**src/rtl/monitor_sched_pkg.sv**
```systemverilog
// Shared types and default constants for the monitor event scheduler.
package monitor_sched_pkg;

  localparam int unsigned DATA_W_DEF  = 64;
  localparam int unsigned DELTA_W_DEF = 32;
  localparam int unsigned DEPTH_DEF   = 8;
  localparam int unsigned MIN_GAP_DEF = 1;
  localparam int unsigned LATE_W      = 16;

  typedef enum logic [1:0] {
    ST_IDLE,
    ST_WAIT,
    ST_ISSUE,
    ST_GAP
  } sched_state_t;

  // One queued event at the default widths: value plus wait count before issue.
  typedef struct packed {
    logic signed [DATA_W_DEF-1:0] data;
    logic [DELTA_W_DEF-1:0]       delta;
  } sched_event_t;

endpackage

```
**src/rtl/monitor_event_scheduler_fifo.sv**
```systemverilog
// Synchronous FIFO for pending events; reset clears pointers and count, not storage.
module event_fifo #(
  parameter int unsigned W     = 96,
  parameter int unsigned DEPTH = 8
) (
  input  logic                     clk,
  input  logic                     rst,
  input  logic                     push,
  input  logic [W-1:0]             wdata,
  input  logic                     pop,
  output logic [W-1:0]             rdata,
  output logic [$clog2(DEPTH):0]   count
);

  localparam int unsigned AW = $clog2(DEPTH);
  localparam int unsigned CW = AW + 1;

  logic [W-1:0]  mem [DEPTH];
  logic [AW-1:0] wr_ptr;
  logic [AW-1:0] rd_ptr;

  // Pointer and occupancy tracking; DEPTH is a power of two so pointers wrap naturally.
  always_ff @(posedge clk or negedge rst) begin
    if (!rst) begin
      wr_ptr <= '0;
      rd_ptr <= '0;
      count  <= '0;
    end else begin
      if (push) wr_ptr <= wr_ptr + AW'(1);
      if (pop)  rd_ptr <= rd_ptr + AW'(1);
      if (push && !pop)      count <= count + CW'(1);
      else if (pop && !push) count <= count - CW'(1);
    end
  end

  always_ff @(posedge clk) begin
    if (push) mem[wr_ptr] <= wdata;
  end

  assign rdata = mem[rd_ptr];

endmodule

```
**src/rtl/monitor_event_scheduler.sv**
```systemverilog
// Cycle-exact scheduler feeding timestamped events into the monitor's input_0/new_input_0 pair.
module monitor_event_scheduler
  import monitor_sched_pkg::*;
#(
  parameter int unsigned DATA_W  = DATA_W_DEF,
  parameter int unsigned DELTA_W = DELTA_W_DEF,
  parameter int unsigned DEPTH   = DEPTH_DEF,
  parameter int unsigned MIN_GAP = MIN_GAP_DEF
) (
  input  logic                      clk,
  input  logic                      rst,
  input  logic                      en,
  input  logic                      ev_valid,
  output logic                      ev_ready,
  input  logic signed [DATA_W-1:0]  ev_data,
  input  logic [DELTA_W-1:0]        ev_delta,
  output logic signed [DATA_W-1:0]  mon_input,
  output logic                      mon_new_input,
  input  logic                      mon_ready,
  output logic [$clog2(DEPTH):0]    fifo_count,
  output logic                      busy,
  output logic [LATE_W-1:0]         late_count
);

  localparam int unsigned CW    = $clog2(DEPTH) + 1;
  localparam int unsigned EW    = DATA_W + DELTA_W;
  localparam int unsigned GAP_W = $clog2(MIN_GAP + 2);

  sched_state_t             state_q, state_d;
  logic [DELTA_W-1:0]       cnt_q, cnt_d;
  logic [GAP_W-1:0]         gap_q, gap_d;
  logic signed [DATA_W-1:0] data_q, data_d;
  logic                     first_q, first_d;
  logic signed [DATA_W-1:0] mon_input_d;
  logic                     mon_new_input_d;
  logic [LATE_W-1:0]        late_d;

  logic                     push_c;
  logic                     pop_c;
  logic [EW-1:0]            head_c;
  logic signed [DATA_W-1:0] head_data_c;
  logic [DELTA_W-1:0]       head_delta_c;

  assign ev_ready     = en && (fifo_count < CW'(DEPTH));
  assign push_c       = ev_valid && ev_ready;
  assign busy         = (state_q != ST_IDLE) || (fifo_count != '0);
  assign head_data_c  = head_c[EW-1:DELTA_W];
  assign head_delta_c = head_c[DELTA_W-1:0];

  event_fifo #(
    .W     (EW),
    .DEPTH (DEPTH)
  ) u_fifo (
    .clk   (clk),
    .rst   (rst),
    .push  (push_c),
    .wdata ({ev_data, ev_delta}),
    .pop   (pop_c),
    .rdata (head_c),
    .count (fifo_count)
  );

  // Next-state and next-output logic; with en low every register holds.
  always_comb begin
    state_d         = state_q;
    cnt_d           = cnt_q;
    gap_d           = gap_q;
    data_d          = data_q;
    first_d         = first_q;
    mon_input_d     = mon_input;
    mon_new_input_d = mon_new_input;
    late_d          = late_count;
    pop_c           = 1'b0;
    if (en) begin
      first_d = 1'b0;
      case (state_q)
        ST_IDLE: begin
          if (fifo_count != '0) begin
            pop_c  = 1'b1;
            data_d = head_data_c;
            cnt_d  = head_delta_c;
            if (head_delta_c == '0) begin
              state_d = ST_ISSUE;
              first_d = 1'b1;
            end else begin
              state_d = ST_WAIT;
            end
          end
        end
        ST_WAIT: begin
          if (cnt_q <= DELTA_W'(1)) begin
            state_d = ST_ISSUE;
            first_d = 1'b1;
          end else begin
            cnt_d = cnt_q - DELTA_W'(1);
          end
        end
        ST_ISSUE: begin
          // A stalled issue counts as late once, on its first ISSUE cycle only.
          if (mon_ready) begin
            mon_new_input_d = 1'b1;
            mon_input_d     = data_q;
            gap_d           = GAP_W'(MIN_GAP);
            state_d         = ST_GAP;
          end else if (first_q && (late_count != '1)) begin
            late_d = late_count + LATE_W'(1);
          end
        end
        ST_GAP: begin
          // The first GAP cycle clears the pulse, so GAP always lasts at least one cycle.
          mon_new_input_d = 1'b0;
          mon_input_d     = '0;
          if (gap_q <= GAP_W'(1)) state_d = ST_IDLE;
          else                    gap_d   = gap_q - GAP_W'(1);
        end
        default: state_d = ST_IDLE;
      endcase
    end
  end

  always_ff @(posedge clk or negedge rst) begin
    if (!rst) begin
      state_q       <= ST_IDLE;
      cnt_q         <= '0;
      gap_q         <= '0;
      data_q        <= '0;
      first_q       <= 1'b0;
      mon_input     <= '0;
      mon_new_input <= 1'b0;
      late_count    <= '0;
    end else begin
      state_q       <= state_d;
      cnt_q         <= cnt_d;
      gap_q         <= gap_d;
      data_q        <= data_d;
      first_q       <= first_d;
      mon_input     <= mon_input_d;
      mon_new_input <= mon_new_input_d;
      late_count    <= late_d;
    end
  end

endmodule

```
**config.mk**
```make
export PLATFORM = sky130hd
export DESIGN_NAME = monitor_event_scheduler
export DESIGN_NICKNAME = d
export VERILOG_FILES = /design/src/rtl/monitor_sched_pkg.sv /design/src/rtl/monitor_event_scheduler_fifo.sv /design/src/rtl/monitor_event_scheduler.sv
export SDC_FILE = /design/constraint.sdc
export NUM_CORES = 1
export LEC_CHECK = 0
export CORE_MARGIN = 10
export CORE_UTILIZATION = 53
export DETAILED_ROUTE_END_ITERATION = 7
export PLACE_DENSITY_LB_ADDON = 0.25
export SETUP_SLACK_MARGIN = 0.15
export SYNTH_ARGS = -nofsm -noshare
export SYNTH_HDL_FRONTEND = slang
export SYNTH_SLANG_ARGS = --single-unit
```
**constraint.sdc**
```tcl
create_clock -name clk -period 16.5 [get_ports clk]
set_clock_uncertainty 0.2 [all_clocks]
set_input_delay 4.95 -clock clk [delete_from_list [all_inputs] [get_ports clk]]
set_output_delay 4.95 -clock clk [all_outputs]
set_load 0.01 [all_outputs]
```
==> results of run 1 <==
==> power by group <==
| part | leakage [uW] | internal, uW | switching (uW) | total (uW) |
|---|---|---|---|---|
| Combinational | 0.00389 | 913 | 1000 | 1910 |
| Sequential | 0.00934 | 2920 | 228 | 3150 |
| Clock | 0.00150 | 1220 | 877 | 2100 |
| Total | 0.0147 | 5060 | 2110 | 7160 |
==> final cells by class <==
class / count / share of cell area
repair buffers: 217 / 0.0486
clock inverters: 36 / 0.00659
clock buffers: 142 / 0.0642
inverters: 15 / 0.00129
multi-input cells: 992 / 0.211
well taps: 940 / 0.0270
diodes: 6 / 0.000345
flip-flops and latches: 960 / 0.641
==> flip-flops by register name, summed over array words and instances, names as in the netlist <==
name / cells
state_q: 2
mon_input: 64
mon_new_input: 1
data_q: 64
late_count: 16
cnt_q: 32
gap_q: 2
first_q: 1
u_fifo.wr_ptr: 3
u_fifo.rd_ptr: 3
u_fifo.count: 4
u_fifo.mem: 768
==> cells in the mapped netlist (all sizes together) (21+ instances only) <==
cell	count
a21oi	44
buf	42
clkbuf	69
dfrtp	192
edfxtp	768
mux2	35
mux2i	85
mux4	181
nand2	189
nand2b	74
nor2	40
nor3	21
o21ai	153
==> tightest hold or removal path: cells and delay by family (launching register included) <==
kind,cells,cell delay [ns]
DFF,1,0.34
and+or+nand+nor,1,0.05
AOI/OAI and AO/OA,1,0.06
==> kinds of logic (layout without fill, tap and decap cells) <==
logic type,after synthesis,in the layout,synth area share
flops,960,960,0.743
simple gates,391,391,0.0493
mux,301,301,0.142
compound gates,263,263,0.0406
buf+inv,126,410,0.0147
xor+xnor,23,23,0.00537
fa+ha+maj,14,14,0.00487
other cells,0,6,0
==> path summary, 6_finish.rpt <==
check                      cells after the start          endpoint
min reg2reg                                    2     mon_input[46]
min                                            2     mon_input[46]
min in group asynchronous                      1     late_count[4]
max in group asynchronous                      2  u_fifo.rd_ptr[0]
max reg2reg                                    8        state_q[0]
max                                            3          ev_ready
==> routing by layer <==
| layer | vias up | track usage | wire [um] |
|---|---|---|---|
| met1 | 10100 | 0.266 | 33200 |
| li1 | 8560 | - | - |
| met4 | 18 | 0.0534 | 1400 |
| met3 | 115 | 0.0422 | 5220 |
| met2 | 565 | 0.323 | 40200 |
| met5 | - | 0 | 124 |
==> through the flow <==
stage / std cells / hold WS (ns) / utilization
global placement: 3124 / 0.263 / 0.577
global route: 3305 / 0.305 / 0.621
detailed placement: 3124 / 0.270 / 0.577
floorplan: 2078 / 0.251 / -
CTS: 3302 / 0.282 / 0.621
finish: 3308 / 0.280 / 0.621
==> results_dict.tcl, run 1 <==
set metrics [dict create \
    synth_edf_count 768 \
    routabilityCongestion 0.803 \
    finalMaxSlewViolations 0 \
    synthesis.nets 2193 \
    cts.reportedPaths.clkPinSlew_ns 0.06 \
    slowest_stage "clkdlybuf4s50_1" \
    seq_area_sq_um 27900 \
    required_ns 11.35 \
    place_area_sq_um 40400 \
    layout.cells.most_common_list "edfxtp_1 (768), dfrtp_1 (189), nand2_1 (188), clkdlybuf4s50_1 (186), mux4_2 (181)" \
    syn_to_final_growth_pct 16.0 \
    die_x_um 286 \
    drtPass1Iterations 5 \
    synth_seq_cells 960 \
    critical_path_buf_inv_count 2 \
    fin_crit_sh 0.706 \
    drive_gt1_frac 0.175 \
    syn_area_sq_um 37500 \
    layout.cells.most_common "edfxtp_1" \
    pwr_density_cell_nw_per_um2 165 \
    synth_area_leaders "edfxtp_1 (62%), dfrtp_1 (13%), mux4_2 (11%)" \
    cts_tree "done" \
    tightest_slew_ns 1.09 \
    p_total_uw 7160 \
    wl_um 80100 \
    grt_max_degree 109 \
    synth_cells 2078 \
    core_sq_um 70000 \
    dp_slack_ns 4.85 \
    grt_usage 0.197 \
    cp_common_cell "clkdlybuf4s50_1" \
    ir_drop_uv 145 \
    critPathTopFamily "buffers and inverters" \
    synth.largest_area_cell "edfxtp_1" \
    row_count 97 \
    io_buffers 187 \
    cts_buffers 95 \
    die_h_um 286 \
    tns_ns 0 \
    crit_start "en" \
    rrSetupSlack_ns 12.44 \
    maxSlewHeadroom 0.272 \
    status "completed" \
    start_util 0.535 \
    slowest_delay_ns 0.75 \
    syn_area_per_cell_sq_um 18.0 \
    fmax_mhz 85.9 \
    cap_violations 0 \
    multiInputGateArea_sq_um 9160 \
    crit_chain "clkdlybuf4s50_1 -> nor2b_1 -> clkdlybuf4s50_1" \
    grt_remaining_overflow 0 \
    ys_types 55 \
    setup_violations 0 \
    arrival_ns 6.49 \
    yosysSeqAreaShare 0.743 \
    final_hold_viol_count 0 \
    end_kind "output pin" \
    vias 19300 \
    ys_warn_count 0 \
    drt_iter0_drc 1632 \
    insertion_delay_ns 0.64 \
    leakagePower_uw 0.0147 \
    async_reset_ff_frac 0.200 \
    cts_hold_buffers 0 \
    layout_setup_ws_ns 4.86 \
    postRouteAntennaNets 0 \
    first_global_vias 20000 \
    cp_max_fo 9 \
    synth_top_area_frac 0.615 \
    dieArea_sq_um 81800 \
    nFillCells 4818 \
    drc 0 \
    postCtsSetupBuffers 0 \
    wire_per_inst_um 24.2 \
    hp-start "mon_input[46]" \
    cts_max_level 3 \
    timing.rr.start "u_fifo.rd_ptr[1]" \
    avgViaCountPerCell 5.84 \
    ios 188 \
    antenna_found_initial 17 \
    clkSinkCount 960 \
    synthFlopType "edfxtp_1" \
    clk_path_buf_depth 3 \
    cts-root-buf "clkbuf_16" \
    grt_pass1_wl_um 123000 \
    design_area_sq_um 43500 \
    fin_nets 2396 \
    cts.repair.resized 0 \
    worstSetupPathType "in -> out" \
    hp-class "reg -> reg" \
    hpwl_um 44700 \
    rsz0062_at_grt "no" \
    startpoint_type "input pin" \
    min_period_ns 11.64 \
]
Note: power is estimated with default switching activity, not from simulation.
==> inputs of run 2 (changes only) <==
==> constraint.sdc (replaced) <==
create_clock -name clk -period 11.5 [get_ports clk]
set_clock_uncertainty 0.2 [all_clocks]
set_input_delay 3.45 -clock clk [delete_from_list [all_inputs] [get_ports clk]]
set_output_delay 3.45 -clock clk [all_outputs]
set_load 0.01 [all_outputs]
==> results_dict.tcl, run 2 (synthesis results as in run 1) <==
set metrics [dict create \
    hp-start "mon_input[57]" \
    postRouteAntennaNets 0 \
    setup_violations 0 \
    fmax_mhz 116 \
    vias 19500 \
    cp_max_fo 9 \
    clk_path_buf_depth 3 \
    cts_tree "done" \
    internal-power_uw 7310 \
    cts_buffers 96 \
    power.net_switching_uw 3090 \
    die_x_um 286 \
    tns_ns 0 \
    drive_gt1_frac 0.177 \
    rrSetupSlack_ns 7.28 \
    worstHoldPathCells 2 \
    cts_hold_buffers 0 \
    rsz0062_at_grt "no" \
    drt_iter0_drc 1746 \
    dieArea_sq_um 81800 \
    reg_top3 "u_fifo.mem x768, data_q x64, mon_input x64" \
    arrival_ns 4.99 \
    syn_to_final_growth_pct 16.2 \
    antenna_found_initial 16 \
    p_clk_frac 0.297 \
    hpwl_um 45300 \
    status "completed" \
    postCtsSetupBuffers 0 \
    wl_um 81100 \
    drtPass1Iterations 7 \
    pwr-share-seq 0.435 \
    end_kind "output pin" \
    ios 188 \
    grt_max_degree 128 \
    leakagePower_uw 0.0148 \
    ir_drop_uv 186 \
    layoutNonFillerInstCount 3309 \
    core_sq_um 70000 \
    r2r_cells 8 \
    die_h_um 286 \
    cts-root-buf "clkbuf_16" \
    p_sw_frac 0.297 \
    pwr_density_cell_nw_per_um2 239 \
    maxSlewHeadroom 0.220 \
    grt_pass1_wl_um 125000 \
    worstSetupPathType "in -> out" \
    cap_violations 0 \
    final_hold_viol_count 0 \
    reg2reg_to "state_q[0]" \
    hp-class "reg -> reg" \
    timing.rr.start "u_fifo.rd_ptr[0]" \
    drc 0 \
    tightest_slew_ns 1.17 \
    io_buffers 187 \
    min_period_ns 8.64 \
    comb_power_share 0.269 \
    fin_util 0.622 \
    cts.repair.resized 0 \
    routabilityCongestion 0.815 \
    grt_remaining_overflow 0 \
    fin_nets 2398 \
    finalMaxSlewViolations 0 \
    hold-path-endpoint "mon_input[57]" \
    largest_reg_flops 768 \
    required_ns 7.85 \
    top_register "u_fifo.mem" \
    startpoint_type "input pin" \
    layout.cells.most_common_list "edfxtp_1 (768), dfrtp_1 (189), nand2_1 (188), clkdlybuf4s50_1 (186), mux4_2 (181)" \
    wire_per_inst_um 24.5 \
    cts_max_level 3 \
    layout.cells.most_common "edfxtp_1" \
    insertion_delay_ns 0.65 \
    avgViaCountPerCell 5.88 \
    clkSinkCount 960 \
    row_count 97 \
    grt_usage 0.199 \
    start_util 0.535 \
    fin_crit_sh 0.751 \
    cts.reportedPaths.clkPinSlew_ns 0.06 \
    placed_cells 3125 \
    first_global_vias 20400 \
]
run 2: cell types whose count changed in the layout (fill, tap and decap cells not counted), moves of 2 or more:
cell | before | now
inv_6 | 0 | 4
clkinv_1 | 6 | 12
clkbuf_1 | 30 | 22
diode_2 | 6 | 2
clkinv_8 | 2 | 0
nor3_2 | 3 | 1
clkbuf_16 | 101 | 105
clkinvlp_4 | 5 | 2
nor3_4 | 0 | 2
clkbuf_8 | 11 | 8
clkinv_2 | 19 | 23
run 2: how the worst max path moves through the flow:
stage                     startpoint  slack, ns          endpoint
final                             en       2.86          ev_ready
after detailed placement          en       2.87          ev_ready
after global placement            en       2.90          ev_ready
after CTS                         en       2.87          ev_ready
after floorplan                   en       2.26  u_fifo.mem[7][0]
after global routing              en       2.81          ev_ready
run 2: power groups by stage:
stage / logic, uW / clock network (uW) / registers [uW]
6_report: 2800 / 3080 / 4520
3_3_place_gp: 2760 / 0 / 4560
3_5_place_dp: 2820 / 0 / 4580
4_1_cts: 2840 / 3140 / 4520
2_1_floorplan: 1990 / 0 / 4490
5_1_grt: 3050 / 3290 / 4570
run 2: per-layer routing:
layer  GRT usage  vias up  part of all wire  wire length, um
met5           0        -            0.0019              156
met4      0.0601       24             0.021             1680
met3      0.0471      128             0.069             5620
met2       0.314      600              0.48            39200
met1       0.273    10100              0.43            34500
li1            -     8558                 -                -
run 2: cell type report:
class	instances	area [sq um]
Multi-Input combinational cell	992	9180
Fill cell	4853	26400
Clock inverter	47	345
Timing Repair Buffer	218	2120
Tap cell	940	1180
Antenna cell	2	5.00
Clock buffer	135	2820
Inverter	15	56.3
Sequential cell	960	27900
run 2: critical path: stages:
cell,delay [ns]
clkdlybuf4s50_1,0.73
nor2b_1,0.24
clkdlybuf4s50_1,0.57
run 2: per-stage QoR:
step / cell area, sq um / setup WS [ns] / hold WS [ns] / total power [uW]
floorplan: 37500 / 2.26 / 0.251 / 6470
finish: 43600 / 2.86 / 0.275 / 10400
global route: 43600 / 2.81 / 0.306 / 10900
global placement: 40400 / 2.90 / 0.264 / 7320
CTS: 43600 / 2.87 / 0.282 / 10500
detailed placement: 40400 / 2.87 / 0.269 / 7410
